--- config.mk ---
export PLATFORM = sky130hd
export DESIGN_NAME = mac_learning_table
export DESIGN_NICKNAME = d
export VERILOG_FILES = /design/src/rtl/mac_learning_table_pkg.sv /design/src/rtl/mac_learning_table_rr_arbiter.sv /design/src/rtl/mac_learning_table.sv
export SDC_FILE = /design/constraint.sdc
export NUM_CORES = 2
export LEC_CHECK = 0
export BUFFER_PORTS_ARGS = -buffer_cell sky130_fd_sc_hd__buf_2
export CORE_MARGIN = 3
export CORE_UTILIZATION = 46
export DETAILED_ROUTE_END_ITERATION = 16
export PLACE_DENSITY = 0.74
export REMOVE_ABC_BUFFERS = 1
export SETUP_SLACK_MARGIN = 0.5
export SYNTH_ARGS = -nofsm -noshare
export SYNTH_HDL_FRONTEND = slang
export SYNTH_SLANG_ARGS = --single-unit
export TNS_END_PERCENT = 20
--- constraint.sdc ---
create_clock -name clk -period 4.27 [get_ports clk]
set_clock_uncertainty 0.05 [all_clocks]
set_input_delay 0.6405 -clock clk [delete_from_list [all_inputs] [get_ports clk]]
set_output_delay 0.6405 -clock clk [all_outputs]
set_load 0.1 [all_outputs]
--- src/rtl/mac_learning_table_pkg.sv ---
// Shared types for the MAC learning table: address/entry layouts and address-class helpers.
// Pure declarations: no latency, no backpressure.
// Ingress learn interface is a valid-only pulse; it has no ready signal.
package mac_learning_table_pkg;

    localparam int MAC_W     = 48;
    localparam int MAX_PORTS = 4;
    localparam int PORT_W    = $clog2(MAX_PORTS);

    typedef logic [MAC_W-1:0] mac_addr_t;

    typedef struct packed {
        logic      mac_valid;
        mac_addr_t mac_number_per_port;
    } mac_info_t;

    typedef struct packed {
        logic              valid;
        logic              stale;
        logic [PORT_W-1:0] port;
        mac_addr_t         mac;
    } mac_entry_t;

    typedef enum logic [1:0] {
        LRN_IDLE,
        LRN_COMPARE,
        LRN_WRITE
    } lrn_state_t;

    // I/G bit: the LSB of the first octet on the wire.
    function automatic logic is_group_mac(input mac_addr_t mac);
        return mac[40];
    endfunction

    function automatic logic is_learnable_mac(input mac_addr_t mac);
        return !is_group_mac(mac) && (mac != '0);
    endfunction

endpackage

--- src/rtl/mac_learning_table_rr_arbiter.sv ---
// Round-robin arbiter: one-hot grant plus index among N requesters.
// Latency: combinational grant; the pointer moves one cycle after an accepted grant.
// Backpressure: the grant is held until accept; the pointer advances past the granted requester only on accept.
module rr_arbiter #(
    parameter  int N  = 4,
    localparam int IW = (N > 1) ? $clog2(N) : 1
) (
    input  logic          clk,
    input  logic          rst_n,
    input  logic [N-1:0]  req,
    input  logic          accept,
    output logic [N-1:0]  grant,
    output logic [IW-1:0] grant_idx,
    output logic          grant_vld
);

    logic [IW-1:0]  ptr;
    logic [2*N-1:0] req_dbl;
    logic [N-1:0]   req_rot;
    logic [IW:0]    sum;

    // Rotate so that bit 0 is the requester at the pointer, then take the lowest set bit.
    always_comb begin
        req_dbl   = {req, req} >> ptr;
        req_rot   = req_dbl[N-1:0];
        grant_vld = |req;
        sum       = '0;
        for (int j = N - 1; j >= 0; j--) begin
            if (req_rot[j]) begin
                sum = {1'b0, ptr} + (IW+1)'(j);
            end
        end
        if (sum >= (IW+1)'(N)) begin
            sum = sum - (IW+1)'(N);
        end
        grant_idx        = sum[IW-1:0];
        grant            = '0;
        grant[grant_idx] = grant_vld;
    end

    always_ff @(posedge clk or negedge rst_n) begin
        if (!rst_n) begin
            ptr <= '0;
        end else if (accept && grant_vld) begin
            ptr <= (grant_idx == IW'(N - 1)) ? '0 : grant_idx + 1'b1;
        end
    end

endmodule

--- src/rtl/mac_learning_table.sv ---
// Source-MAC learning table with parallel destination lookup and tick-based aging.
// Latency: lookup result 2 cycles after lookup_req; one learn at most every 3 cycles.
// Backpressure: none; a per-port holding register keeps only the newest MAC, and every discarded learn pulses learn_drop.
module mac_learning_table
    import mac_learning_table_pkg::*;
#(
    parameter  int NUM_PORTS = 4,
    parameter  int DEPTH     = 16,
    parameter  int AGE_TICKS = 125000000,
    localparam int PW        = (NUM_PORTS > 1) ? $clog2(NUM_PORTS) : 1,
    localparam int IDX_W     = (DEPTH > 1) ? $clog2(DEPTH) : 1,
    localparam int CNT_W     = $clog2(DEPTH + 1),
    localparam int AGE_W     = (AGE_TICKS > 1) ? $clog2(AGE_TICKS) : 1
) (
    input  logic                        clk,
    input  logic                        rst_n,
    input  mac_info_t [NUM_PORTS-1:0]   mac_info_in,
    input  logic                        lookup_req,
    input  mac_addr_t                   lookup_mac,
    input  logic                        age_enable,
    output logic                        lookup_valid,
    output logic                        lookup_hit,
    output logic [PW-1:0]               lookup_port,
    output logic                        learn_drop,
    output logic [CNT_W-1:0]            entry_count
);

    mac_entry_t           tbl [DEPTH];
    logic [NUM_PORTS-1:0] pend_vld;
    mac_addr_t            pend_mac [NUM_PORTS];
    logic [NUM_PORTS-1:0] new_vld;
    logic [NUM_PORTS-1:0] hold_drop;

    logic [NUM_PORTS-1:0] arb_grant;
    logic [PW-1:0]        arb_idx;
    logic                 arb_vld;
    logic                 take;

    lrn_state_t           state;
    logic [PW-1:0]        cur_port;
    mac_addr_t            cur_mac;
    logic                 cmp_hit, cmp_free;
    logic [IDX_W-1:0]     cmp_hit_idx, cmp_free_idx;
    logic                 hit_c, free_c;
    logic [IDX_W-1:0]     hit_idx_c, free_idx_c;

    logic [AGE_W-1:0]     age_cnt;
    logic                 tick;

    logic                 lk_vld_q;
    mac_addr_t            lk_mac_q;
    logic                 lk_hit_c;
    logic [PW-1:0]        lk_port_c;
    logic [CNT_W-1:0]     cnt_c;

    assign take = (state == LRN_IDLE) && arb_vld;
    assign tick = age_enable && (age_cnt == AGE_W'(AGE_TICKS - 1));

    rr_arbiter #(.N(NUM_PORTS)) u_arb (
        .clk       (clk),
        .rst_n     (rst_n),
        .req       (pend_vld),
        .accept    (take),
        .grant     (arb_grant),
        .grant_idx (arb_idx),
        .grant_vld (arb_vld)
    );

    // A port's register is only safe to overwrite silently in the cycle it is being granted.
    always_comb begin
        for (int p = 0; p < NUM_PORTS; p++) begin
            new_vld[p]   = mac_info_in[p].mac_valid && is_learnable_mac(mac_info_in[p].mac_number_per_port);
            hold_drop[p] = new_vld[p] && pend_vld[p] && !(take && arb_grant[p]);
        end
    end

    always_ff @(posedge clk or negedge rst_n) begin
        if (!rst_n) begin
            pend_vld <= '0;
            for (int p = 0; p < NUM_PORTS; p++) begin
                pend_mac[p] <= '0;
            end
        end else begin
            for (int p = 0; p < NUM_PORTS; p++) begin
                if (take && arb_grant[p]) begin
                    pend_vld[p] <= 1'b0;
                end
                if (new_vld[p]) begin
                    pend_vld[p] <= 1'b1;
                    pend_mac[p] <= mac_info_in[p].mac_number_per_port;
                end
            end
        end
    end

    // Descending scan leaves the lowest matching/free index in the result.
    always_comb begin
        hit_c      = 1'b0;
        hit_idx_c  = '0;
        free_c     = 1'b0;
        free_idx_c = '0;
        for (int i = DEPTH - 1; i >= 0; i--) begin
            if (tbl[i].valid && (tbl[i].mac == cur_mac)) begin
                hit_c     = 1'b1;
                hit_idx_c = IDX_W'(i);
            end
            if (!tbl[i].valid) begin
                free_c     = 1'b1;
                free_idx_c = IDX_W'(i);
            end
        end
    end

    always_ff @(posedge clk or negedge rst_n) begin
        if (!rst_n) begin
            state        <= LRN_IDLE;
            cur_port     <= '0;
            cur_mac      <= '0;
            cmp_hit      <= 1'b0;
            cmp_free     <= 1'b0;
            cmp_hit_idx  <= '0;
            cmp_free_idx <= '0;
            learn_drop   <= 1'b0;
        end else begin
            learn_drop <= (|hold_drop) || ((state == LRN_WRITE) && !cmp_hit && !cmp_free);
            case (state)
                LRN_IDLE: begin
                    if (arb_vld) begin
                        cur_port <= arb_idx;
                        cur_mac  <= pend_mac[arb_idx];
                        state    <= LRN_COMPARE;
                    end
                end
                LRN_COMPARE: begin
                    cmp_hit      <= hit_c;
                    cmp_hit_idx  <= hit_idx_c;
                    cmp_free     <= free_c;
                    cmp_free_idx <= free_idx_c;
                    state        <= LRN_WRITE;
                end
                default: state <= LRN_IDLE;
            endcase
        end
    end

    always_ff @(posedge clk or negedge rst_n) begin
        if (!rst_n) begin
            age_cnt <= '0;
        end else if (age_enable) begin
            age_cnt <= tick ? '0 : age_cnt + 1'b1;
        end
    end

    // The learn write comes after the aging update so it wins on a shared entry; a hit
    // also re-asserts valid in case the entry expired between COMPARE and WRITE.
    always_ff @(posedge clk or negedge rst_n) begin
        if (!rst_n) begin
            for (int i = 0; i < DEPTH; i++) begin
                tbl[i] <= '0;
            end
        end else begin
            for (int i = 0; i < DEPTH; i++) begin
                if (tick && tbl[i].valid) begin
                    if (tbl[i].stale) begin
                        tbl[i].valid <= 1'b0;
                    end else begin
                        tbl[i].stale <= 1'b1;
                    end
                end
            end
            if (state == LRN_WRITE) begin
                if (cmp_hit) begin
                    tbl[cmp_hit_idx].valid <= 1'b1;
                    tbl[cmp_hit_idx].stale <= 1'b0;
                    tbl[cmp_hit_idx].port  <= PORT_W'(cur_port);
                end else if (cmp_free) begin
                    tbl[cmp_free_idx] <= '{valid: 1'b1, stale: 1'b0, port: PORT_W'(cur_port), mac: cur_mac};
                end
            end
        end
    end

    always_comb begin
        lk_hit_c  = 1'b0;
        lk_port_c = '0;
        for (int i = 0; i < DEPTH; i++) begin
            if (tbl[i].valid && (tbl[i].mac == lk_mac_q) && !is_group_mac(lk_mac_q)) begin
                lk_hit_c  = 1'b1;
                lk_port_c = PW'(tbl[i].port);
            end
        end
    end

    always_comb begin
        cnt_c = '0;
        for (int i = 0; i < DEPTH; i++) begin
            cnt_c = cnt_c + CNT_W'(tbl[i].valid);
        end
    end

    always_ff @(posedge clk or negedge rst_n) begin
        if (!rst_n) begin
            lk_vld_q     <= 1'b0;
            lk_mac_q     <= '0;
            lookup_valid <= 1'b0;
            lookup_hit   <= 1'b0;
            lookup_port  <= '0;
            entry_count  <= '0;
        end else begin
            lk_vld_q     <= lookup_req;
            lk_mac_q     <= lookup_mac;
            lookup_valid <= lk_vld_q;
            lookup_hit   <= lk_vld_q && lk_hit_c;
            lookup_port  <= (lk_vld_q && lk_hit_c) ? lk_port_c : '0;
            entry_count  <= cnt_c;
        end
    end

endmodule

==> run metrics <==
Worst Tran Pin Value 1.35 ns; I/O Pins 258; Sw Ratio 0.466; largest net degree at the start of global routing about 150; GRT overflow 0; total power draw 62.5 mW; H-Tree Depth 4; CP Data Arrival Time 4.46 ns; hold path cells 2; CP Class reg -> reg; Crit path largest cell delay 0.73 ns; Worst R2R Setup Slack 0.48 ns; reg2reg path depth 11; Bufs on Longest Clock Path 3; placer congestion estimate 1.04; Pint about 33 mW; Final Max Tran Viols 0; Hold Vio Cnt, Final 0; Startpoint Class register; DRC 0; share of cells above drive strength 1 0.211; Synth Instances 6243; utilization after layout 0.547; Root Buffer clkbuf_16; core area 136000 sq um; clock power share 0.204; sequential fraction of the synthesis area 0.463; vias in the first global route ~53k; Slew HR 0.0993; die footprint 143000 sq um; FF-to-FF Start lk_mac_q[5]; total track usage 0.413; RSZ-0062 raised after global routing yes; CTS clk-pin slew, worst paths 0.06 ns; worst ir drop on vdd 0.598 mV; hold_sp mac_info_in[62]; number of synthesized flops with an enable pin 0; most frequent CP cell buf_4; Leak 33.0 nW; initial antenna violation count 29; total number of vias 54.8k; placed cell count 8149; Initial Util 0.467; Synthesis Warnings 0; antenna-violating nets left 0; number of max-cap violations 0; status finished clean; DR pass1 iterations 9; Final WS setup 0.484 ns; syn avg cell area 10.2 sq um; final instance area ~75000 sq um; final wirelength 299000 um; Die Ht 378 um; Logic pwr share 0.445; asr flop ratio synth 1.00; Seq pwr share 0.351; Horiz. Die Dim 378 um; Area Overhead vs Synth 17.2%; clock sinks 1178; Place WS 0.312 ns; Via density between 6 and 7; Unique masters post-synth 77; Power Density 837 nW/um^2; Cell Area, Synth between 60000 and 70000 sq um; Worst-Skew Late Latency ~0.81 ns; worst min path class in -> reg; f_max roughly 260 MHz; worst hold slack roughly 0.039 ns; Non-Filler Instances 8541; WHS Endpoint pend_mac[109]; FF+latch count, synth 1178; post-DP HPWL about 200000 um; PortBufs between 200 and 300; post-route clock period utilization 0.887; first-pass GRT wire length 411000 um; crit end category register; CTS tree done; Worst Path Required 4.94 ns; critical path's slowest cell dfrtp_1; # nets final 6883; WL/cell roughly 35 um; Reg-to-Reg End lookup_port[1]; CTS Buf Count 137; final setup fails 0; Post-Place Cell Area 68600 sq um; crit-path cells buf_4 -> xor2_1 -> nor4_1 -> nand4_1 -> nor4_4 -> buf_4 -> o211ai_1 -> a21oi_1 -> o21ai_0 -> a311o_1 -> a221oi_2; Final min period between 3 and 4 ns; Initial DRC Count 7604; TNS Setup 0 ns; crit-path max FO 6; net switching power 29.1 mW; row count 135; Top FF cell, synth dfrtp_1
## area by class of cell
class / count / area (sq um)
clock inverters: 53 / 921
fillers: 11900 / 61800
well taps: 1781 / 2230
flip-flops and latches: 1178 / 29500
clock buffers: 196 / 3940
multi-input cells: 4443 / 31800
repair buffers: 699 / 5610
inverters: 154 / 583
diodes: 37 / 92.6
## synth_stat cells (14+ instances only)
library cell,count,area [sq um]
nand4_1,221,1380
a21o_1,18,135
nor3_1,46,230
o21ai_0,543,2720
o2111ai_1,14,123
nor2_1,115,432
a21oi_1,66,330
buf_1,35,131
o2bb2ai_1,15,131
clkbuf_1,297,1110
nand2_1,715,2680
nand2b_1,42,263
buf_2,106,531
xnor2_1,630,5520
inv_1,142,533
nor4_1,279,1750
nand3_1,156,781
buf_4,26,195
o22ai_1,48,300
nor2b_1,20,125
xor2_1,764,6690
dfrtp_1,1178,29500
mux2_2,538,6060
## worst max-delay path by stage
| stage | startpoint | to | slack [ns] |
|---|---|---|---|
| after floorplan | cmp_hit | register | -1.68 |
| after global placement | lk_mac_q[15] | lookup_port[1] | 0.32 |
| after detailed placement | lk_mac_q[15] | lookup_port[1] | 0.31 |
| after CTS | lk_mac_q[43] | lookup_port[1] | 0.53 |
| after global routing | cur_mac[45] | cmp_hit_idx[1] | 0.46 |
| final | lk_mac_q[5] | lookup_port[1] | 0.48 |
## repair_timing
action,in CTS,in global routing
endpoints found under the hold margin,167,0
cloned,0,0
buffers inserted,0,0
hold buffers,106,0
setup endpoints to repair,2,4
resized for setup,2,3
## layer usage
| layer | track usage | vias to the layer above | wire (um) |
|---|---|---|---|
| met1 | 0.514 | 27000 | 109000 |
| met4 | 0.298 | 21 | 25900 |
| met2 | 0.584 | 4356 | 124000 |
| met5 | 0.00515 | - | 227 |
| met3 | 0.157 | 1284 | 40500 |
| li1 | - | 22100 | - |
## power groups by stage
| stage | Combinational, mW | Clock [mW] | Sequential, mW |
|---|---|---|---|
| finish | 27.8 | 12.8 | 21.9 |
| global route | 28.8 | 13.3 | 22.1 |
| floorplan | 14.2 | 0 | 20.5 |
| global placement | 26.2 | 0 | 21.5 |
| detailed placement | 26.4 | 0 | 21.6 |
| CTS | 26.7 | 12.8 | 21.5 |
## cells by family after synthesis
| group | after synthesis | synth area share |
|---|---|---|
| buffers and inverters | 622 | 0.0408 |
| XOR/XNOR | 1394 | 0.192 |
| multiplexers | 542 | 0.0958 |
| adder cells (fa/ha/maj) | 22 | 0.00550 |
| AO/OA/AOI/OAI | 821 | 0.0748 |
| AND/OR/NAND/NOR | 1664 | 0.128 |
| flip-flops | 1178 | 0.463 |
## cells in the final DEF, fill, tap and decap left out, types with 27 or more instances in the layout
cell	netlist	layout
xnor2_1	630	630
buf_12	0	59
nand4_1	221	221
clkbuf_1	297	31
nor4_1	279	277
o21ai_0	543	543
nand3_1	156	156
dfrtp_1	1178	1155
a21oi_1	66	66
buf_2	106	256
diode_2	0	37
nand2b_1	42	42
clkbuf_16	0	138
mux2_2	538	538
clkbuf_8	0	27
nand2_1	715	703
o22ai_1	48	47
nor3_1	46	46
buf_4	26	278
xor2_1	764	764
nor2_1	115	114
dlygate4sd3_1	0	106
inv_1	142	142
## worst max-delay path, delay by kind of cell (launching register included)
family                 cells  cell delay [ns]
AO/OA/AOI/OAI              5             1.00
XOR/XNOR                   1             0.10
buffers and inverters      2             0.56
flip-flops                 1             0.73
AND/OR/NAND/NOR            3             1.24
Power figures use the tool's default switching activity.
